$ cat config.mk
export PLATFORM = sky130hd
export DESIGN_NAME = mm_req_arbiter
export DESIGN_NICKNAME = d
export VERILOG_FILES = /design/src/rtl/mm_req_arbiter.sv
export SDC_FILE = /design/constraint.sdc
export NUM_CORES = 1
export LEC_CHECK = 0
export CAP_MARGIN = 20
export CORE_AREA = 2 2 290 292
export CTS_CLUSTER_SIZE = 12
export DETAILED_ROUTE_END_ITERATION = 7
export DIE_AREA = 0 0 292 294
export DONT_BUFFER_PORTS = 1
export PLACE_DENSITY_LB_ADDON = 0.05
export SLEW_MARGIN = 20
export SYNTH_ARGS = -nofsm -noshare
export SYNTH_HDL_FRONTEND = slang
export SYNTH_SLANG_ARGS = --single-unit
$ cat constraint.sdc
create_clock -name clk_i -period 2.7 [get_ports clk_i]
set_input_delay 0.675 -clock clk_i [delete_from_list [all_inputs] [get_ports clk_i]]
set_output_delay 0.675 -clock clk_i [all_outputs]
set_load 0.05 [all_outputs]
$ cat src/rtl/mm_req_arbiter.sv
// rtl/mm_req_arbiter.sv - shares the main-memory port between I$ and D$ misses
// D$ has priority, bounded by an I$ anti-starvation run limit; one pending miss per cache.
package mm_req_pkg;
  localparam int ADDR_W = 32;
  localparam int LINE_W = 128;

  typedef struct packed {
    logic [ADDR_W-1:0] addr;
    logic              is_store;
    logic [LINE_W-1:0] data;
  } memory_request_t;
endpackage

module mm_req_arbiter
  import mm_req_pkg::*;
#(
  parameter int REQ_LAT   = 4,
  parameter int MAX_D_RUN = 4
) (
  input  logic              clk_i,
  input  logic              reset_ni,
  input  logic              icache_req_valid,
  input  memory_request_t   icache_req_info,
  input  logic              dcache_req_valid,
  input  memory_request_t   dcache_req_info,
  output logic              mem_req_valid,
  output memory_request_t   mem_req_info,
  input  logic              mem_rsp_valid,
  input  logic [LINE_W-1:0] mem_rsp_data,
  input  logic              mem_rsp_bus_error,
  output logic              rsp_valid_miss,
  output logic              rsp_cache_id,
  output logic [LINE_W-1:0] rsp_data_miss,
  output logic              rsp_bus_error,
  output logic              req_overflow
);
  localparam int LAT_W = (REQ_LAT > 1) ? $clog2(REQ_LAT) : 1;
  localparam int RUN_W = $clog2(MAX_D_RUN + 1);

  typedef enum logic [1:0] {S_IDLE, S_WAIT, S_MEM, S_RESP} state_t;

  state_t          state_q, state_d;
  logic            sel_q;
  logic [1:0]      pend_q;
  memory_request_t buf_q [2];
  memory_request_t req_info [2];
  logic [LAT_W-1:0] lat_cnt_q;
  logic [RUN_W-1:0] d_run_q;
  logic [1:0]      req_valid, resp_slot, accept, drop;
  logic            grant, grant_d;

  assign req_valid   = {dcache_req_valid, icache_req_valid};
  assign req_info[0] = icache_req_info;
  assign req_info[1] = dcache_req_info;

  // The source being answered may refill its buffer in its own RESP cycle.
  always_comb begin
    for (int s = 0; s < 2; s++) begin
      resp_slot[s] = (state_q == S_RESP) && (sel_q == 1'(s));
      accept[s]    = req_valid[s] && (!pend_q[s] || resp_slot[s]);
      drop[s]      = req_valid[s] && !accept[s];
    end
  end

  always_comb begin
    grant   = (state_q == S_IDLE) && (pend_q != 2'b00);
    grant_d = pend_q[1] && !(pend_q[0] && (d_run_q == RUN_W'(MAX_D_RUN)));
  end

  always_ff @(posedge clk_i or negedge reset_ni) begin
    if (!reset_ni) begin
      state_q   <= S_IDLE;
      sel_q     <= 1'b0;
      lat_cnt_q <= '0;
      d_run_q   <= '0;
    end else begin
      state_q   <= state_d;
      lat_cnt_q <= (state_q == S_WAIT) ? lat_cnt_q + 1'b1 : '0;
      if (grant) begin
        sel_q <= grant_d;
        if (!grant_d || !pend_q[0])
          d_run_q <= '0;
        else if (d_run_q != RUN_W'(MAX_D_RUN))
          d_run_q <= d_run_q + 1'b1;
      end
    end
  end

  always_comb begin
    state_d = state_q;
    unique case (state_q)
      S_IDLE:  if (grant) state_d = (REQ_LAT == 0) ? S_MEM : S_WAIT;
      S_WAIT:  if (lat_cnt_q == LAT_W'(REQ_LAT - 1)) state_d = S_MEM;
      S_MEM:   if (mem_rsp_valid) state_d = S_RESP;
      S_RESP:  state_d = S_IDLE;
      default: state_d = S_IDLE;
    endcase
  end

  always_comb begin
    mem_req_valid = (state_q == S_MEM);
    mem_req_info  = mem_req_valid ? buf_q[sel_q] : '0;
  end

  always_ff @(posedge clk_i or negedge reset_ni) begin
    if (!reset_ni) begin
      pend_q   <= '0;
      buf_q[0] <= '0;
      buf_q[1] <= '0;
    end else begin
      for (int s = 0; s < 2; s++) begin
        if (accept[s]) begin
          buf_q[s]  <= req_info[s];
          pend_q[s] <= 1'b1;
        end else if (resp_slot[s]) begin
          pend_q[s] <= 1'b0;
        end
      end
    end
  end

  always_ff @(posedge clk_i or negedge reset_ni) begin
    if (!reset_ni) begin
      rsp_valid_miss <= 1'b0;
      rsp_cache_id   <= 1'b0;
      rsp_data_miss  <= '0;
      rsp_bus_error  <= 1'b0;
      req_overflow   <= 1'b0;
    end else begin
      rsp_valid_miss <= (state_q == S_RESP);
      req_overflow   <= |drop;
      if ((state_q == S_MEM) && mem_rsp_valid) begin
        rsp_data_miss <= mem_rsp_data;
        rsp_bus_error <= mem_rsp_bus_error;
      end
      if (state_q == S_RESP)
        rsp_cache_id <= sel_q;
    end
  end
endmodule

Word level (Yosys, flattened, before mapping)

Index checks and enable logic that the tools add are counted.

Logic and storage cells: 73
Bits of input ports: 456
Register bits after elaboration: 464
Output and inout port bits: 294

Bitwise gates (word level): 2
Eq/ne operators: 9
Add/subtract/negate cells: 2
Order comparisons: 1
Multiplexer cells: 15
Reductions and logical operators: 27

Operators by type and width:

| operator            | number |
|---|---|
| $mux 161            | 4 |
| $logic_and 1x1->1   | 10 |
| $mux 2              | 4 |
| $pmux 2 s4          | 1 |
| $reduce_bool 2->1   | 4 |
| $eq 2x2->1 const B  | 3 |
| $logic_not 1->1     | 6 |
| $mux 3              | 2 |
| $mux 1              | 4 |
| $ne 2x1->1 const B  | 2 |
| $add 3x1->3 const B | 1 |
| $eq 3x3->1 const B  | 1 |
| $logic_or 1x1->1    | 3 |
| $ne 3x3->1 const B  | 1 |
| $reduce_and 3->1    | 1 |
| $add 2x1->2 const B | 1 |
| $eq 2x1->1 const B  | 1 |
| $ge 2x2->1 const B  | 1 |
| $logic_not 2->1     | 1 |
| $ne 2x2->1 const B  | 1 |
| $not 1->2           | 1 |
| $reduce_and 2->1    | 1 |
| $reduce_or 2->1     | 1 |
| $not 1->1           | 1 |

Depth between registers and ports, before layout

Gate-level depths: netlist of run 1.

Depth in word-level cells: 8
Mapped depth: 7
Depth with buffers taken out: 5

Least setup slack after synthesis of run 1

No wires, ideal clock.

Path type: reg-to-output
Start: register state_q[0]
End: output port mem_req_info[100] in the netlist's numbering
Setup slack: -0.494 ns
Data required time: 2.025 ns
Path buffers: 3
Arrival: 2.519 ns
Stages on the path, launching flop included: 7
Cell sequence: dfrtp_1 > inv_1 > ha_1 > clkbuf_1 > clkbuf_1 > clkbuf_1 > nor2b_1

RTL lines:

| element                | RTL line | text |
|---|---|---|
| start, declared        | 42       | `state_t state_q, state_d;` |
| start signal, assigned | 77       | `state_q <= state_d;` |
| end, declared          | 27       | `output memory_request_t mem_req_info,` |

==> results of run 1 <==
## metal layers
metal / vias to the layer above / global-route usage / routed length [um]
li1: 5238 / - / -
met1: 6137 / 0.1834 / 27680
met2: 437 / 0.2796 / 37810
met3: 137 / 0.06881 / 6417
met4: 40 / 0.04652 / 1546
met5: - / 0 / 271
## final timing paths
| kind | startpoint | to | slack (ns) | cells after the start |
|---|---|---|---|---|
| worst max-delay path | sel_q | mem_req_info[12] | -0.05 | 5 |
| worst min-delay path | reset_ni | buf_q[25] | -0.23 | 0 |
| worst max register to register | state_q[1] | rsp_data_miss[36] | 0.36 | 7 |
| worst min register to register | lat_cnt_q[0] | lat_cnt_q[0] | 0.44 | 1 |
| max in group asynchronous | reset_ni | rsp_data_miss[124] | 0.91 | 0 |
| min in group clk_i | icache_req_valid | pend_q[0] | 0.17 | 1 |
## where the power goes
group	leakage, uW	total (uW)	internal, uW	switching (uW)
logic	0.00599	20600	11100	9580
clock network	0.000924	7790	4720	3070
registers	0.00552	16700	10500	6200
total	0.0124	45100	26200	18800
## cells in the final DEF, fill, tap and decap left out, types with 4 or more instances in the layout
cell	instances
clkinv_2	5
diode_2	16
mux2_1	31
ha_1	7
dfrtp_1	463
mux2_4	81
o21ai_0	4
clkbuf_1	12
clkbuf_8	15
buf_4	23
mux2i_4	17
buf_16	11
mux2i_2	62
clkbuf_16	65
nor2b_2	90
bufinv_16	5
nand2_1	6
mux2_2	340
buf_8	10
mux2i_1	82
buf_12	145
buf_6	36
nor2b_4	71
inv_1	7
## area by class of cell
cell class | instances | share of cell area
sequential | 464 | 0.4058
multi-input combinational | 813 | 0.3334
timing repair buffer | 234 | 0.1456
clock buffer | 84 | 0.05862
tap | 1080 | 0.04721
clock inverter | 13 | 0.006994
antenna | 16 | 0.001399
inverter | 8 | 0.001049
## synth_stat cells, drive strengths merged, types with 2 or more instances
master	instances	area, um2
a21o	2	15.01
a21oi	2	10.01
buf	64	404.1
clkbuf	24	90.09
dfrtp	464	11610
ha	8	100.1
inv	8	30.03
mux2	452	5394
mux2i	161	1612
nand2	7	26.28
nand2b	2	12.51
nor2	2	7.510
nor2b	162	1013
o21ai	4	20.02
## registers in the layout (all words and copies together) (netlist names)
signal,flops
buf_q,322
rsp_data_miss,128
d_run_q,3
lat_cnt_q,2
pend_q,2
state_q,2
req_overflow,1
rsp_bus_error,1
rsp_cache_id,1
rsp_valid_miss,1
sel_q,1
## metrics by stage
step / instance area, um2 / setup TNS (ns) / power (uW) / worst slack [ns] / cells
floorplan: 20880 / -7.973 / 27680 / -0.1107 / 1373
global placement: 24960 / 0 / 34340 / 0.3631 / 2559
detailed placement: 24960 / 0 / 34490 / 0.3879 / 2559
CTS: 27900 / -6.760 / 44510 / -0.09960 / 2685
global route: 28600 / -11.87 / 47230 / -0.1290 / 2704
finish: 28620 / -0.9988 / 45090 / -0.04607 / 2712
## what timing repair did
item                                   in CTS  in global routing
buffers inserted                           19                  5
setup endpoints to repair                 158                155
cloned                                     11                  9
resized for setup                         139                100
endpoints found under the hold margin     464                464
## cells by family (layout without fill, tap and decap cells)
kind of cell	after synthesis	in the layout	synth area share
AND/OR/NAND/NOR	175	175	0.05247
flip-flops	464	464	0.5682
multiplexers	613	613	0.3428
other	0	16	0
buffers and inverters	96	339	0.02565
AO/OA/AOI/OAI	17	17	0.006001
adder cells (fa/ha/maj)	8	8	0.004898
## worst max-delay path: cells and delay by family (launching register included)
family	cells	cell delay [ns]
buffers and inverters	3	0.56
flip-flops	1	0.44
multiplexers	1	0.34
AND/OR/NAND/NOR	1	0.09
==> reports/metrics.yaml, run 1 <==
status: "finished, violations left"
violations: "negative hold slack, max-slew violations, negative setup slack"
antenna_found_initial: 47
ir_worst_vdd_mv: 0.5693
nNetsFinal: 2042
gr-total-overflow: 0
drt_iter0_markers: 404
grt_pass1_vias: 13070
clockRootBuffer: "clkbuf_16"
ys_ff_latch: 464
cp_slowest_stage_delay_ns: 0.44
dieArea_mm2: 0.08585
vias: 11990
clk_latency_ns: 0.61
hp-class: "in2async"
routed_wl_um: 73720
hold-worst-slack_ns: -0.2293
rsz0062_at_grt: "yes"
worst_path_most_repeated_cell: "buf_12"
utilization: 0.3453
grt_first_pass_wirelength_um: 100800
cp_slowest_cell: "dfrtp_4"
p_leak_uw: 0.01244
drc: 0
critPathKind: "reg2out"
post-route-period-util: 1.017
critPathArrivalTime_ns: 2.07
synth_warnings: 0
synth_flop_cell: "dfrtp_1"
worstPathMaxFanout: 26
ios: 750
num_rows: 106
hold_viol_final: 83
ys_async_sr_fraction: 1.000
cap_violations: 0
ys_types: 30
grtUsageTotal: 0.1626
syn_area_per_cell_um2: 14.88
drive_above_1_share: 0.6101
max_slew.worst_pin.slew_ns: 2.547
setup_slack_ns: -0.04607
relSlewSlack: -0.6979
ant_nets: 0
start_util: 0.2465
cts_sinks: 464
cp-end-kind: "output port"
seq_area_mm2: 0.01161
syn-num-nets: 1837
drtPass1Iterations: 6
area_growth_pct: 40.06
synth_seq_area_share: 0.5682
port_buffers: 0
detail_route.wl_per_cell_um: 27.18
final-setup-viol-count: 64
required_ns: 2.03
cts_tree: "built"
slew_viol_final: 282
period_minus_slack_ns: 2.746
gp_congestion: 0.7208
coreArea_mm2: 0.08289
netlist_area_mm2: 0.02044
fill_cells: 8017
fp.dieH_um: 294
dpl.hpwl_um: 49780
die_w_um: 292
cts_max_path_buffers: 3
skew_ns: 0.02060
multi_input_area_mm2: 0.009542
startpoint_type: "register"
synth_edf_count: 0
synth_cells: 1373
max_freq_ghz: 0.3642
vias_per_cell: 4.421
cts-buffers-inserted: 57
pwr_density_cell_mw_per_mm2: 1575
cts_max_level: 2
path_cells: "buf_12 -> buf_12 -> mux2i_2 -> nor2b_2 -> buf_12"
clk_pin_slew_ns: 0.06
grt_max_degree: 465
Power figures use the tool's default switching activity.
==> inputs of run 2 (changes only) <==
Settings changed: CORE_AREA 2 2 290 292 to 2 2 289 291, DIE_AREA 0 0 292 294 to 0 0 291 293.
==> reports/metrics.yaml, run 2 (synthesis results as in run 1) <==
status: "finished, violations left"  # unchanged
violations: "negative hold slack, max-slew violations, negative setup slack"  # unchanged
dpl.hpwl_um: 50380  # was 49780 um
clk_latency_ns: 0.61  # about the same
final-setup-viol-count: 126  # was 64
hp-class: "in2async"  # unchanged
max_slew.worst_pin.slew_ns: 1.600  # was 2.547 ns
met3_length_um: 6405  # was 6417 um
fin_cells: 2731  # was 2712
grt_first_pass_wirelength_um: 103300  # was 100800 um
cts_tree: "built"  # unchanged
wl_met2_um: 39030  # was 37810 um
grt_pass1_vias: 13170  # was 13070
start_util: 0.2497  # was 0.2465
die_w_um: 291  # was 292 um
timing.rr.start: "state_q[1]"  # unchanged
top_layer_used: "met5"  # unchanged
ant_nets: 0  # unchanged
cts_sinks: 464  # unchanged
startpoint_type: "register"  # unchanged
drc: 0  # unchanged
critPathKind: "reg2out"  # unchanged
relSlewSlack: -0.06637  # was -0.6979
detail_route.wl_per_cell_um: 28.06  # was 27.18 um
max_freq_ghz: 0.3586  # was 0.3642 GHz
hold_viol_final: 107  # was 83
drtPass1Iterations: 4  # was 6
cts_max_path_buffers: 3  # unchanged
dp.cells: 2554  # was 2559
p_leak_uw: 0.01283  # was 0.01244 uW
clockRootBuffer: "clkbuf_16"  # unchanged
final_cell_mix: "462 x dfrtp_1, 340 x mux2_2, 153 x buf_12, 133 x nor2b_4, 81 x mux2_4"  # was 463 x dfrtp_1, 340 x mux2_2, 145 x buf_12, 90 x nor2b_2, 82 x mux2i_1
port_buffers: 0  # unchanged
critPathArrivalTime_ns: 2.11  # was 2.07 ns
largest_registers: "buf_q: 322 flops, rsp_data_miss: 128 flops, d_run_q: 3 flops"  # unchanged
coreArea_mm2: 0.08185  # was 0.08289 mm2
drt_iter0_markers: 383  # was 404
rsz0062_at_grt: "yes"  # unchanged
routed_wl_um: 76640  # was 73720 um
utilization: 0.3603  # was 0.3453
largest_reg_flops: 322  # unchanged
vias: 12320  # was 11990
pwr_density_cell_mw_per_mm2: 1581  # was 1575 mW/mm2
cp-end-kind: "output port"  # unchanged
antenna_found_initial: 48  # was 47
ir_worst_vdd_mv: 0.6553  # was 0.5693 mV
skew_ns: 0.02012  # was 0.02060 ns
gp_congestion: 0.7542  # was 0.7208
drive_above_1_share: 0.6181  # was 0.6101
clk_pin_slew_ns: 0.06  # about the same
num_rows: 105  # was 106
r2r-end: "buf_q[129]"  # was rsp_data_miss[36]
rrSetupSlack_ns: 0.21  # was 0.36 ns
tns_ns: -5.175  # was -0.9988 ns
grtUsageTotal: 0.1676  # was 0.1626
met1_length_um: 28920  # was 27680 um
top_register: "buf_q"  # unchanged
area_growth_pct: 44.32  # was 40.06%
r2r_cells: 8  # was 7
fp.dieH_um: 293  # was 294 um
hold-worst-slack_ns: -0.2299  # was -0.2293 ns
ios: 750  # unchanged
cts-buffers-inserted: 57  # unchanged
worstPathMaxFanout: 8  # was 26
period_minus_slack_ns: 2.788  # was 2.746 ns
grt_max_degree: 465  # unchanged
required_ns: 2.03  # about the same
final_common_cell: "dfrtp_1"  # unchanged
setup_slack_ns: -0.08841  # was -0.04607 ns
post-route-period-util: 1.033  # was 1.017
nNetsFinal: 2065  # was 2042
vias_per_cell: 4.510  # was 4.421
dieArea_mm2: 0.08526  # was 0.08585 mm2
fill_cells: 7801  # was 8017
cap_violations: 0  # unchanged
cts_max_level: 2  # unchanged
slew_viol_final: 144  # was 282
gr-total-overflow: 0  # unchanged
## run 2: cell count changes in the layout (fill, tap and decap cells not counted), sizes merged, moves of 2 or more
cell / before / now
clkinv: 5 / 13
buf: 225 / 243
diode: 16 / 14
clkinvlp: 1 / 3
clkbuf: 92 / 97
## run 2: area by class of cell
cell class,instances,area (um2),area share
inverter,8,30.03,0.001018
antenna,14,35.03,0.001188
timing repair buffer,257,4695,0.1592
clock inverter,21,220.2,0.007467
clock buffer,84,1680,0.05698
sequential,464,11620,0.3939
multi-input combinational,813,9877,0.3349
tap,1070,1339,0.04539
## run 2: how the worst max path moves through the flow
stage / start / endpoint / slack (ns) / depth (start not counted)
after floorplan: state_q[0] / mem_req_info[100] / -0.11 / 6
after CTS: sel_q / mem_req_info[135] / -0.14 / 5
final: sel_q / mem_req_info[137] / -0.09 / 6
after global placement: state_q[0] / mem_req_info[123] / 0.32 / 5
after detailed placement: state_q[1] / buf_q[182] / 0.33 / 5
after global routing: sel_q / mem_req_info[114] / -0.18 / 6
## run 2: timing repair
action / 4_1_cts / 5_1_grt
cloned: 16 / 16
hold endpoints to repair: 464 / 464
buffers inserted: 12 / 19
setup endpoints to repair: 159 / 161
pin swaps: 0 / 1
resized for setup: 110 / 221
## run 2: metal layers
metal  vias up  global-route usage
met1      6387              0.1857
met5         -                   0
met3       151             0.07239
li1       5305                   -
met4        46             0.05295
met2       427              0.2891
## run 2: where the power goes
| part | leakage (uW) | switching, uW | total, uW | internal (uW) |
|---|---|---|---|---|
| logic | 0.00637 | 10200 | 22200 | 12000 |
| clock network | 0.000935 | 3160 | 7820 | 4670 |
| registers | 0.00552 | 6160 | 16600 | 10500 |
## run 2: stage by stage
step	cell area (um2)	total power (uW)	worst slack [ns]
after global placement	24990	34350	0.3205
after floorplan	20880	27680	-0.1107
final	29490	46630	-0.08841
after CTS	27950	44700	-0.1447
after global routing	29480	48830	-0.1767
after detailed placement	24990	34530	0.3264
## run 2: critical path, cell delays in order, from the launching register on
cell and delay [ns]:
dfrtp_4 0.52, buf_12 0.17, buf_12 0.16, clkbuf_16 0.17
mux2i_2 0.16, nor2b_4 0.15, buf_12 0.15
